==> config.mk <==
export PLATFORM = sky130hd
export DESIGN_NAME = proc_control_fsm_flat
export DESIGN_NICKNAME = d
export VERILOG_FILES = /design/src/rtl/proc_control_fsm_if.sv /design/src/rtl/proc_control_fsm.sv /design/src/flat_wrapper.sv
export SDC_FILE = /design/constraint.sdc
export NUM_CORES = 1
export LEC_CHECK = 0
export ABC_AREA = 1
export CORE_MARGIN = 10
export CORE_UTILIZATION = 40
export DETAILED_ROUTE_END_ITERATION = 8
export PLACE_DENSITY = 0.89
export SLEW_MARGIN = 5
export SYNTH_ARGS = -nofsm -noshare
export SYNTH_HDL_FRONTEND = slang
export SYNTH_SLANG_ARGS = --single-unit
export TNS_END_PERCENT = 1
==> constraint.sdc <==
create_clock -name Clock -period 1.7 [get_ports Clock]
set_input_delay 0.425 -clock Clock [delete_from_list [all_inputs] [get_ports Clock]]
set_output_delay 0.425 -clock Clock [all_outputs]
set_load 0.01 [all_outputs]
==> src/rtl/proc_control_fsm_if.sv <==
// -----------------------------------------------------------------------------
// proc_control_fsm_if
// Bundle between the processor control unit and its datapath environment.
//   Run    : start request, sampled by the controller only in T0
//   DIN    : external data; DIN[8:0] is the instruction word in T0
//   Rout   : one-hot register-to-bus select (bit i selects Ri)
//   Gout   : G register to bus
//   DINout : DIN to bus
//   Rin    : one-hot register load enable (bit i loads Ri from the bus)
//   Ain    : A register load from the bus
//   Gin    : G register load from the ALU
//   AddSub : ALU op, 0 = A+bus, 1 = A-bus
//   Done   : one-cycle pulse in the final step of each instruction
// Modport master is the controller; modport slave is the datapath/environment.
// -----------------------------------------------------------------------------
interface proc_control_fsm_if #(
    parameter int DIN_W = 16
);
    logic             Run;
    logic [DIN_W-1:0] DIN;
    logic [7:0]       Rout;
    logic             Gout;
    logic             DINout;
    logic [7:0]       Rin;
    logic             Ain;
    logic             Gin;
    logic             AddSub;
    logic             Done;

    modport master (
        input  Run, DIN,
        output Rout, Gout, DINout, Rin, Ain, Gin, AddSub, Done
    );

    modport slave (
        output Run, DIN,
        input  Rout, Gout, DINout, Rin, Ain, Gin, AddSub, Done
    );
endinterface

==> src/rtl/proc_control_fsm.sv <==
// -----------------------------------------------------------------------------
// proc_control_fsm
// Control unit of the 16-bit simple processor. Latches a 9-bit instruction
// {III, XXX, YYY} from DIN in T0 and sequences it through T1..T3, driving the
// bus-source selects, register/A/G load enables and the ALU add/sub control.
// Ports:
//   Clock  : system clock, rising edge
//   Resetn : asynchronous reset, active low
//   bus    : proc_control_fsm_if.master (Run, DIN in; control selects out)
// Outputs are decoded from the step and IR registers only, so they never
// depend combinationally on Run or DIN and drop to zero as soon as Resetn
// is asserted.
// -----------------------------------------------------------------------------
module proc_control_fsm #(
    parameter int DIN_W = 16
) (
    input  logic                      Clock,
    input  logic                      Resetn,
    proc_control_fsm_if.master        bus
);

    typedef enum logic [1:0] {
        T0 = 2'd0,
        T1 = 2'd1,
        T2 = 2'd2,
        T3 = 2'd3
    } step_t;

    localparam logic [2:0] OP_MV  = 3'b000;
    localparam logic [2:0] OP_MVI = 3'b001;
    localparam logic [2:0] OP_ADD = 3'b010;
    localparam logic [2:0] OP_SUB = 3'b011;

    // Register index to one-hot select.
    function automatic logic [7:0] onehot8(input logic [2:0] idx);
        onehot8 = 8'b0000_0001 << idx;
    endfunction

    step_t      step_q, step_d;
    logic [8:0] ir_q, ir_d;

    logic [2:0] op_s, rx_s, ry_s;
    logic       is_arith_s;

    logic [7:0] rout_s, rin_s;
    logic       gout_s, dinout_s, ain_s, gin_s, addsub_s, done_s;

    assign op_s       = ir_q[8:6];
    assign rx_s       = ir_q[5:3];
    assign ry_s       = ir_q[2:0];
    assign is_arith_s = (op_s == OP_ADD) || (op_s == OP_SUB);

    // Only DIN[8:0] carries the instruction; the upper bits reach the
    // registers through the bus mux, not through this block.
    if (DIN_W > 9) begin : g_din_hi
        logic unused_din_hi_s;
        assign unused_din_hi_s = ^bus.DIN[DIN_W-1:9];
    end

    // Next step and IR; Run and DIN are only looked at in T0.
    always_comb begin
        step_d = T0;
        ir_d   = ir_q;
        case (step_q)
            T0: begin
                if (bus.Run) begin
                    ir_d   = bus.DIN[8:0];
                    step_d = T1;
                end else begin
                    step_d = T0;
                end
            end
            T1: begin
                if (is_arith_s) begin
                    step_d = T2;
                end else begin
                    step_d = T0;
                end
            end
            T2: begin
                if (is_arith_s) begin
                    step_d = T3;
                end else begin
                    step_d = T0;
                end
            end
            T3:      step_d = T0;
            default: step_d = T0;
        endcase
    end

    // Step and IR state registers with asynchronous reset to T0 / IR=0.
    always_ff @(posedge Clock or negedge Resetn) begin
        if (!Resetn) begin
            step_q <= T0;
            ir_q   <= 9'd0;
        end else begin
            step_q <= step_d;
            ir_q   <= ir_d;
        end
    end

    // Control decode from step and IR; at most one bus source is selected.
    always_comb begin
        rout_s   = 8'h00;
        rin_s    = 8'h00;
        gout_s   = 1'b0;
        dinout_s = 1'b0;
        ain_s    = 1'b0;
        gin_s    = 1'b0;
        addsub_s = 1'b0;
        done_s   = 1'b0;
        case (step_q)
            T0: begin
                done_s = 1'b0;
            end
            T1: begin
                case (op_s)
                    OP_MV: begin
                        rout_s = onehot8(ry_s);
                        rin_s  = onehot8(rx_s);
                        done_s = 1'b1;
                    end
                    OP_MVI: begin
                        dinout_s = 1'b1;
                        rin_s    = onehot8(rx_s);
                        done_s   = 1'b1;
                    end
                    OP_ADD, OP_SUB: begin
                        rout_s = onehot8(rx_s);
                        ain_s  = 1'b1;
                    end
                    default: begin
                        // Invalid opcode: finish immediately with no bus traffic.
                        done_s = 1'b1;
                    end
                endcase
            end
            T2: begin
                if (is_arith_s) begin
                    rout_s   = onehot8(ry_s);
                    gin_s    = 1'b1;
                    addsub_s = ir_q[6];
                end else begin
                    gin_s = 1'b0;
                end
            end
            T3: begin
                if (is_arith_s) begin
                    gout_s = 1'b1;
                    rin_s  = onehot8(rx_s);
                    done_s = 1'b1;
                end else begin
                    done_s = 1'b0;
                end
            end
            default: begin
                done_s = 1'b0;
            end
        endcase
    end

    assign bus.Rout   = rout_s;
    assign bus.Gout   = gout_s;
    assign bus.DINout = dinout_s;
    assign bus.Rin    = rin_s;
    assign bus.Ain    = ain_s;
    assign bus.Gin    = gin_s;
    assign bus.AddSub = addsub_s;
    assign bus.Done   = done_s;

endmodule

==> src/flat_wrapper.sv <==
// flat-port wrapper written by rule: the top's interface ports become plain ports
module proc_control_fsm_flat 
#(
    parameter int DIN_W = 16
)
  (Clock, Resetn, bus_Run, bus_DIN, bus_Rout, bus_Gout, bus_DINout, bus_Rin, bus_Ain, bus_Gin, bus_AddSub, bus_Done);
  proc_control_fsm_if #(.DIN_W(DIN_W)) bus_i ();
  input  logic Clock;
  input  logic Resetn;
  input wire logic [$bits(bus_i.Run)-1:0] bus_Run;
  input wire logic [$bits(bus_i.DIN)-1:0] bus_DIN;
  output wire logic [$bits(bus_i.Rout)-1:0] bus_Rout;
  output wire logic [$bits(bus_i.Gout)-1:0] bus_Gout;
  output wire logic [$bits(bus_i.DINout)-1:0] bus_DINout;
  output wire logic [$bits(bus_i.Rin)-1:0] bus_Rin;
  output wire logic [$bits(bus_i.Ain)-1:0] bus_Ain;
  output wire logic [$bits(bus_i.Gin)-1:0] bus_Gin;
  output wire logic [$bits(bus_i.AddSub)-1:0] bus_AddSub;
  output wire logic [$bits(bus_i.Done)-1:0] bus_Done;
  assign bus_i.Run = bus_Run;
  assign bus_i.DIN = bus_DIN;
  assign bus_Rout = bus_i.Rout;
  assign bus_Gout = bus_i.Gout;
  assign bus_DINout = bus_i.DINout;
  assign bus_Rin = bus_i.Rin;
  assign bus_Ain = bus_i.Ain;
  assign bus_Gin = bus_i.Gin;
  assign bus_AddSub = bus_i.AddSub;
  assign bus_Done = bus_i.Done;
  proc_control_fsm #(.DIN_W(DIN_W)) u_core (.Clock(Clock), .Resetn(Resetn), .bus(bus_i));
endmodule
==> impl_metrics.json <==
{
  "hold_viol_final": 0,
  "clk-insertion-delay-late_ns": 0.27,
  "layout-drive-gt1-share_pct": 47.6,
  "instances_no_fill": 218,
  "grt_pass1_vias": 1125,
  "ioPinCount": 41,
  "die_h_um": 66.3,
  "power.density_mw_per_mm2": 654,
  "antenna_found_initial": 0,
  "clock_skew_ns": 0.00174,
  "grt_setup_unrepaired": "true",
  "clkTransAtPathRegs_ns": 0.07,
  "finalWirelength_mm": 3.00,
  "cellInternalPower_mw": 0.588,
  "cts_root_buf": "clkbuf_4",
  "cts_tree": "built",
  "setup_ws_ns": -0.238,
  "dp_cells": 211,
  "synth_area_per_cell_um2": 6.65,
  "ant_nets": 0,
  "drc": 0,
  "slew_headroom_pct": 66.0,
  "ys_seq_area_share_pct": 32.1,
  "cts_hold_buf": 0,
  "ys_seq_elements": 11,
  "clockBufferDepth": 2,
  "synthDistinctLibCells": 17,
  "n_fill_cell": 141,
  "cp-startpoint": "u_core.step_q[0]$_DFF_PN0_",
  "diodes": 0,
  "synth_warnings": 0,
  "syn_area_um2": 858,
  "nets": 216,
  "dr_total_vias": 1102,
  "initial_utilization_pct": 42.9,
  "pwr-share-seq_pct": 36.0,
  "hp-class": "primary input to async pin",
  "violations": "negative setup slack",
  "yosysTopAreaCellShare_pct": 32.1,
  "clkPwrFrac_pct": 18.4,
  "maxSlewViolCount": 0,
  "tightest_slew_ns": 0.508,
  "netSwitchingPower_mw": 0.368,
  "grt_pass1_wl_mm": 4.89,
  "worstPathRequired_ns": 1.27,
  "max_freq_ghz": 0.516,
  "avgViaCountPerCell": 5.06,
  "cts_made_buffers": 3,
  "fin_crit_ns": 1.94,
  "irDropWorstVdd_mv": 0.487,
  "dr.first_iter.drc_count": 126,
  "reg2reg_from": "u_core.step_q[1]$_DFF_PN0_",
  "critPathBufInv": 3,
  "setup_violations": 21,
  "cap_violations": 0,
  "grt_usage_pct": 13.8,
  "synthTopCellsByArea": "dfrtp_1, nor2_1, nand2_1",
  "portBuffers": 33,
  "critPathTopFamily": "flip-flops",
  "critPathKind": "flip-flop to output pin",
  "final_cell_mix": "buf_4, nor2_1, buf_2, nand2_1",
  "num_rows": 16,
  "mostFrequentLayoutCell": "buf_4",
  "place_hpwl_mm": 2.16,
  "synth_nets": 153,
  "grt_max_degree": 19,
  "yosys.area.top_type": "dfrtp_1",
  "worstPathCellList": "buf_4 > ha_4 > nand2_2 > nand2_2 > inv_4 > nor2_1 > buf_2",
  "cp_common_cell": "nand2_2",
  "chipWidth_um": 66.3,
  "h-tree-depth": 1,
  "total_leakage_power_nw": 0.699,
  "setup-tns-final_ns": -3.60,
  "wl_per_cell_um": 13.8,
  "dr.pass1.iters": 4,
  "p_sw_share_pct": 38.5,
  "cts.sinks": 11,
  "coreArea_mm2": 0.00200,
  "grt_overflow": 0,
  "gp_congestion": 0.824,
  "area_growth_pct": 70.3,
  "path_max_fanout": 7,
  "netlist_instances": 129,
  "cpMaxStageDelayCell": "dfrtp_2",
  "crit_path_end_kind": "output pin",
  "crit_arrival_ns": 1.51,
  "critPathLaunchType": "flip-flop",
  "max_stage_delay_ns": 0.43,
  "status": "finished with violations",
  "min_period_over_period_pct": 114,
  "power_frac_comb_pct": 45.6,
  "die_area_mm2": 0.00440
}
-- per-layer routing --
layer  vias to the layer above  routed length [um]  GRT usage (%)
met5                         -                   0              0
met4                         0                 134           9.16
met1                       511                1160           14.1
li1                        531                   -              -
met2                        48                1520           25.2
met3                        12                 189           1.69
-- synthesized netlist by cell type --
| cell | number |
|---|---|
| dfrtp_1 | 11 |
| and2_2 | 1 |
| inv_1 | 16 |
| a21oi_2 | 1 |
| nand2_2 | 3 |
| nor3_2 | 3 |
| nand2_1 | 23 |
| buf_2 | 1 |
| ha_1 | 5 |
| nor2_1 | 27 |
| a21oi_1 | 15 |
| nor3_1 | 11 |
| inv_2 | 5 |
| nor2_4 | 2 |
| nand3_1 | 2 |
| nand2_4 | 1 |
| o21ai_0 | 2 |
-- worst paths after layout --
kind                                                    to  slack (ns)  cells past startpoint
worst min register to register  u_core.ir_q[6]$_DFFE_PN0P_        0.68                      3
worst max-delay path                            bus_Rin[5]       -0.24                      7
min in group Clock              u_core.ir_q[6]$_DFFE_PN0P_        0.68                      3
worst min-delay path            u_core.ir_q[2]$_DFFE_PN0P_        0.48                      1
worst max register to register  u_core.ir_q[0]$_DFFE_PN0P_        0.29                      6
max in group asynchronous       u_core.ir_q[8]$_DFFE_PN0P_        0.86                      1
-- power by group through the flow --
stage | logic, mW | clock network (mW) | registers (mW)
finish | 0.435 | 0.176 | 0.344
global route | 0.475 | 0.190 | 0.351
CTS | 0.411 | 0.183 | 0.339
detailed placement | 0.381 | 0 | 0.341
global placement | 0.364 | 0 | 0.339
floorplan | 0.185 | 0 | 0.338
-- cell type report --
| cell class | count | area (um2) | share of cell area [%] |
|---|---|---|---|
| Clock buffer | 4 | 26.3 | 1.80 |
| Inverter | 21 | 86.3 | 5.91 |
| Multi-Input combinational cell | 97 | 613 | 42.0 |
| Sequential cell | 11 | 278 | 19.0 |
| Tap cell | 27 | 33.8 | 2.31 |
| Timing Repair Buffer | 58 | 424 | 29.0 |
-- flip-flops by register name (all words and copies together) (netlist names) --
| register | cells |
|---|---|
| u_core.ir_q | 9 |
| u_core.step_q | 2 |
-- logic make-up after synthesis --
kind of cell / count (synthesis) / share of synthesized area [%]
and+or+nand+nor: 73 / 39.9
AOI/OAI and AO/OA: 18 / 10.9
DFF: 11 / 32.1
adders and majority gates: 5 / 7.29
buffers and inverters: 22 / 9.77
-- per-stage QoR --
step	area [um2]	utilization [%]	hold WS, ns	setup WS [ns]	power, mW
5_1_grt	1460	73.0	0.524	-0.317	1.02
2_1_floorplan	858	-	0.129	0.0188	0.523
4_1_cts	1440	71.9	0.489	-0.192	0.934
6_report	1460	73.0	0.481	-0.238	0.955
3_3_place_gp	1390	69.4	0.626	-0.406	0.703
3_5_place_dp	1390	69.4	0.648	-0.436	0.722
-- timing repair --
item	CTS	global route
setup endpoints to repair	22	22
buffers inserted	1	1
gates resized for setup	112	11
pin swaps	7	8
cloned	1	0
hold endpoints to repair	0	0
No activity file was read; power rests on OpenSTA's default activity.
